### src/rtl/uart_pkg.sv
// Shared UART definitions: frame state encoding, parity helper and parameter defaults.
// Used by both the transmitter and the receiver.
package uart_pkg;

    typedef enum logic [2:0] {
        IDLE   = 3'd0,
        START  = 3'd1,
        DATA   = 3'd2,
        PARITY = 3'd3,
        STOP   = 3'd4
    } uart_state_e;

    localparam int DEFAULT_BAUD_DIV  = 434;
    localparam int DEFAULT_DATA_BITS = 8;
    localparam int MAX_DATA_BITS     = 9;

    // Even parity: the returned bit makes the total count of ones even.
    function automatic logic even_parity(input logic [MAX_DATA_BITS-1:0] word);
        return ^word;
    endfunction

endpackage

### src/rtl/uart_baud_gen.sv
// Bit-period counter. It runs 0..BAUD_DIV-1 and strobes bit_end_o on the last count.
// While clr_i is high, the count is held at zero.
module uart_baud_gen
    import uart_pkg::*;
#(
    parameter int BAUD_DIV = DEFAULT_BAUD_DIV
) (
    input  logic clk,
    input  logic rst_n,
    input  logic clr_i,
    output logic bit_end_o
);

    localparam int CW = $clog2(BAUD_DIV);
    localparam logic [CW-1:0] LAST = CW'(BAUD_DIV - 1);

    logic [CW-1:0] cnt_q, cnt_d;

    always_comb begin
        bit_end_o = (cnt_q == LAST);
        if (clr_i || bit_end_o) begin
            cnt_d = '0;
        end else begin
            cnt_d = cnt_q + 1'b1;
        end
    end

    always_ff @(posedge clk or negedge rst_n) begin
        if (!rst_n) begin
            cnt_q <= '0;
        end else begin
            cnt_q <= cnt_d;
        end
    end

endmodule

### src/rtl/uart_tx.sv
// UART transmitter. It sends a start bit, then DATA_BITS data bits LSB first,
// then an optional even-parity bit, then one stop bit. All outputs come from flops.
module uart_tx
    import uart_pkg::*;
#(
    parameter int BAUD_DIV      = DEFAULT_BAUD_DIV,
    parameter int DATA_BITS     = DEFAULT_DATA_BITS,
    parameter int ENABLE_PARITY = 1
) (
    input  logic                 clk,
    input  logic                 rst_n,
    input  logic                 tx_valid,
    input  logic [DATA_BITS-1:0] tx_data,
    output logic                 tx_ready,
    output logic                 tx,
    output logic                 done
);

    localparam int IW = $clog2(DATA_BITS) + 1;
    localparam logic [IW-1:0] LAST_IDX = IW'(DATA_BITS - 1);

    uart_state_e          state_q, state_d;
    logic [IW-1:0]        bit_idx_q, bit_idx_d;
    logic [DATA_BITS-1:0] shift_q, shift_d;
    logic                 tx_q, tx_d;
    logic                 ready_q, ready_d;
    logic                 done_q, done_d;
    logic                 bit_end;

    uart_baud_gen #(
        .BAUD_DIV (BAUD_DIV)
    ) u_baud_gen (
        .clk       (clk),
        .rst_n     (rst_n),
        .clr_i     (state_q == IDLE),
        .bit_end_o (bit_end)
    );

    always_ff @(posedge clk or negedge rst_n) begin
        if (!rst_n) begin
            state_q   <= IDLE;
            bit_idx_q <= '0;
            shift_q   <= '0;
            tx_q      <= 1'b1;
            ready_q   <= 1'b1;
            done_q    <= 1'b0;
        end else begin
            state_q   <= state_d;
            bit_idx_q <= bit_idx_d;
            shift_q   <= shift_d;
            tx_q      <= tx_d;
            ready_q   <= ready_d;
            done_q    <= done_d;
        end
    end

    always_comb begin
        state_d   = state_q;
        bit_idx_d = bit_idx_q;
        shift_d   = shift_q;
        case (state_q)
            IDLE: begin
                if (tx_valid) begin
                    state_d   = START;
                    bit_idx_d = '0;
                    shift_d   = tx_data;
                end
            end
            START: begin
                if (bit_end) state_d = DATA;
            end
            DATA: begin
                if (bit_end) begin
                    bit_idx_d = bit_idx_q + 1'b1;
                    if (bit_idx_q == LAST_IDX) begin
                        state_d = (ENABLE_PARITY != 0) ? PARITY : STOP;
                    end
                end
            end
            PARITY: begin
                if (bit_end) state_d = STOP;
            end
            STOP: begin
                if (bit_end) state_d = IDLE;
            end
            default: state_d = IDLE;
        endcase
    end

    // The line value is decoded from the next state so that tx itself is a flop output.
    always_comb begin
        tx_d = 1'b1;
        case (state_d)
            START:  tx_d = 1'b0;
            DATA: begin
                for (int i = 0; i < DATA_BITS; i++) begin
                    if (bit_idx_d == IW'(i)) tx_d = shift_q[i];
                end
            end
            PARITY: tx_d = even_parity(MAX_DATA_BITS'(shift_q));
            default: tx_d = 1'b1;
        endcase
        ready_d = (state_d == IDLE);
        done_d  = (state_q == STOP) && (state_d == IDLE);
    end

    assign tx       = tx_q;
    assign tx_ready = ready_q;
    assign done     = done_q;

endmodule

### config.mk
export PLATFORM = sky130hd
export DESIGN_NAME = uart_tx
export DESIGN_NICKNAME = d
export VERILOG_FILES = /design/src/rtl/uart_pkg.sv /design/src/rtl/uart_baud_gen.sv /design/src/rtl/uart_tx.sv
export SDC_FILE = /design/constraint.sdc
export NUM_CORES = 1
export LEC_CHECK = 0
export CORE_MARGIN = 2
export CORE_UTILIZATION = 45
export DETAILED_ROUTE_END_ITERATION = 6
export PLACE_DENSITY = 0.7
export SLEW_MARGIN = 5
export SYNTH_ARGS = -nofsm -noshare
export SYNTH_HDL_FRONTEND = slang
export SYNTH_SLANG_ARGS = --single-unit
### constraint.sdc
create_clock -name clk -period 2.05 [get_ports clk]
set_clock_uncertainty 0.05 [all_clocks]
set_input_delay 0.41 -clock clk [delete_from_list [all_inputs] [get_ports clk]]
set_output_delay 0.41 -clock clk [all_outputs]
set_load 0.005 [all_outputs]
==> impl_metrics.ini <==
[status]
outcome = finished, violations left
violations = setup timing

[grt]
grt_pass1_wl_mm = 4.98
gr-total-overflow = 0
grt_max_degree = 28
antenna_found_initial = 0
track_usage_pct = 18.2
grt_pass1_vias = 1140

[die]
coreArea_sq_um = 3080
dieArea_sq_um = 3720
die_h_um = 61.0
top_level_ports = 14
rows = 20
dieWidth_um = 61.0
start_util_pct = 47.5

[detailed_routing]
routed_wl_mm = 3.06
dr.pass1.iters = 4
vias = 1116
drt_iter0_markers = 46
vias_per_cell = 5.29
route.detailed.drc = 0
wl_per_cell_um = 14.5
antenna_left = 0

[timing]
finalSetupViolCount = 1
relSlewSlack_pct = 70.1
period_minus_slack_ps = 2110
setup_tns_ps = -57.4
fin_ws_ps = -57.4
timing.fmax_mhz = 475
slew_violations = 0
tightest_slew_ps = 446
hold_viol = 0
rsz0062_at_grt = yes
fin_crit_sh_pct = 103

[clocking]
clk_latency_ps = 330
clk_pin_slew_ps = 150
hold_buffers = 0
cts_root_buf = clkbuf_4
cts_sinks = 27
cts_tree = yes
cts-buffers-inserted = 3
clockBufferDepth = 2
htree_levels = 1

[layout]
fin_area_sq_um = 1870
area_delta_synth_final_pct = 27.7
antenna_cells_inserted = 0
fin_cells = 211
final_nets = 182
fillers = 262
drive_gt1_share_pct = 29.9

[placement]
post_dp_cell_area_sq_um = 1770
dp.cells = 206
place_congestion = 0.883
io_buffers = 13
dp_hpwl_mm = 2.20
place_ws_ps = -133

[yosys]
synth_seq_cells = 27
synth_nets = 149
synth.avg_cell_area_sq_um = 10.8
synth_cell_type_count = 42
synthCells = 135
yosysSeqAreaShare_pct = 46.4
synth_area_sq_um = 1460
async_flop_share_pct = 100
synth_edf_count = 0
synth_flop_cell = dfrtp_1
yosys_warnings = 0

[worst_hold_path]
hp-class = primary input to asynchronous set/reset pin

[critical_path]
cp-end-kind = register
crit_fanout = 5
critPathKind = register to register
cp.required_ps = 2270
worst_setup_path_start_kind = register
crit_arrival_ps = 2330

[power]
power-per-cell-area_nw_per_um2 = 736
p_leak_uw = 0.000814
ir_worst_vdd_mv = 0.446

[run]
drv_cap = 0
sequential cells by signal, summed over array words and instances, names as in the netlist:
name	count
tx	1
bit_idx_q	4
state_q	3
done	1
shift_q	8
u_baud_gen.cnt_q	9
tx_ready	1
path summary, 6_finish.rpt:
check	from	endpoint	slack [ps]	cells after the start
max	u_baud_gen.cnt_q[1]$_DFF_PN0_	tx$_DFF_PN1_	-60	11
min	rst_n	state_q[0]$_DFF_PN0_	380	2
max reg2reg	u_baud_gen.cnt_q[1]$_DFF_PN0_	tx$_DFF_PN1_	-60	11
min reg2reg	bit_idx_q[3]$_DFF_PN0_	bit_idx_q[3]$_DFF_PN0_	490	1
max in group asynchronous	rst_n	tx_ready$_DFF_PN1_	1270	2
min in group clk	bit_idx_q[3]$_DFF_PN0_	bit_idx_q[3]$_DFF_PN0_	490	1
critical path, cell delays in order (launching register included):
cell and delay [ps]:
dfrtp_1 420, inv_2 70, ha_4 130, nand4b_4 150, nor2_8 160, mux2_4 310, and2_4 180, inv_4 70
a21oi_2 70, a22oi_2 180, nand3_2 100, a32oi_2 170
report_power, final:
| group | leakage (uW) | switching, uW | total [uW] | internal (uW) |
|---|---|---|---|---|
| Combinational | 0.000463 | 183 | 421 | 238 |
| Sequential | 0.000333 | 93.4 | 714 | 621 |
| Clock | 0.0000177 | 164 | 237 | 73.4 |
synth_stat cells (2+ instances only):
library cell	number	area share [%]
a211oi_1	2	1.0
a21oi_1	5	1.7
a21oi_2	2	1.2
and3_1	2	0.86
buf_2	2	0.68
dfrtp_1	25	43
dfstp_2	2	3.6
ha_1	3	2.6
inv_1	4	1.0
mux2_2	6	4.6
nand2_1	14	3.6
nand3_1	6	2.1
nor2_1	12	3.1
nor3_1	4	1.4
o211ai_1	2	1.0
o21ai_0	6	2.1
or3_1	2	0.86
xnor2_1	9	5.4
xor2_1	4	2.4
placed cells by master (no fill, tap or decap), types with 5 or more instances in the layout:
master and n:
clkdlybuf4s50_1 13, nor2_1 12, xnor2_1 9, buf_4 14, o21ai_0 6, mux2_2 6, dfrtp_1 25, nand2_1 14
a21oi_1 5
per-stage QoR:
step	power (uW)	hold WS [ps]	util (%)
after detailed placement	1120	479	57.6
after global routing	1460	396	60.6
after global placement	1100	467	57.6
after floorplan	963	64.4	-
after CTS	1370	389	59.8
final	1370	377	60.6
what timing repair did:
action,4_1_cts,5_1_grt
resized for setup,8,5
setup endpoints to repair,1,2
hold endpoints to repair,0,0
pin swaps,1,3
buffers inserted,1,0
per-layer routing:
layer / routed length (um) / up-vias / track usage [%]
met1: 1380 / 544 / 22.3
met4: 57 / 0 / 8.39
met3: 79 / 6 / 2.77
met2: 1550 / 16 / 31.3
li1: - / 550 / -
met5: 0 / - / 0
cell families (layout without fill, tap and decap cells):
group / count (synthesis) / count (layout) / synth area share [%]
compound gates: 27 / 27 / 14.0
xor+xnor: 13 / 13 / 7.79
fa+ha+maj: 3 / 3 / 2.57
buf+inv: 8 / 40 / 2.23
flops: 27 / 27 / 46.4
mux: 9 / 9 / 7.88
simple gates: 48 / 48 / 19.1
layout make-up:
cell class / instances / area, sq um / area share (%)
inverter: 5 / 21.3 / 1.14
sequential: 27 / 678 / 36.4
multi-input combinational: 100 / 795 / 42.6
clock inverter: 1 / 5.00 / 0.268
clock buffer: 3 / 22.5 / 1.21
timing repair buffer: 31 / 289 / 15.5
tap: 44 / 55.1 / 2.95
Power figures use the tool's default switching activity.
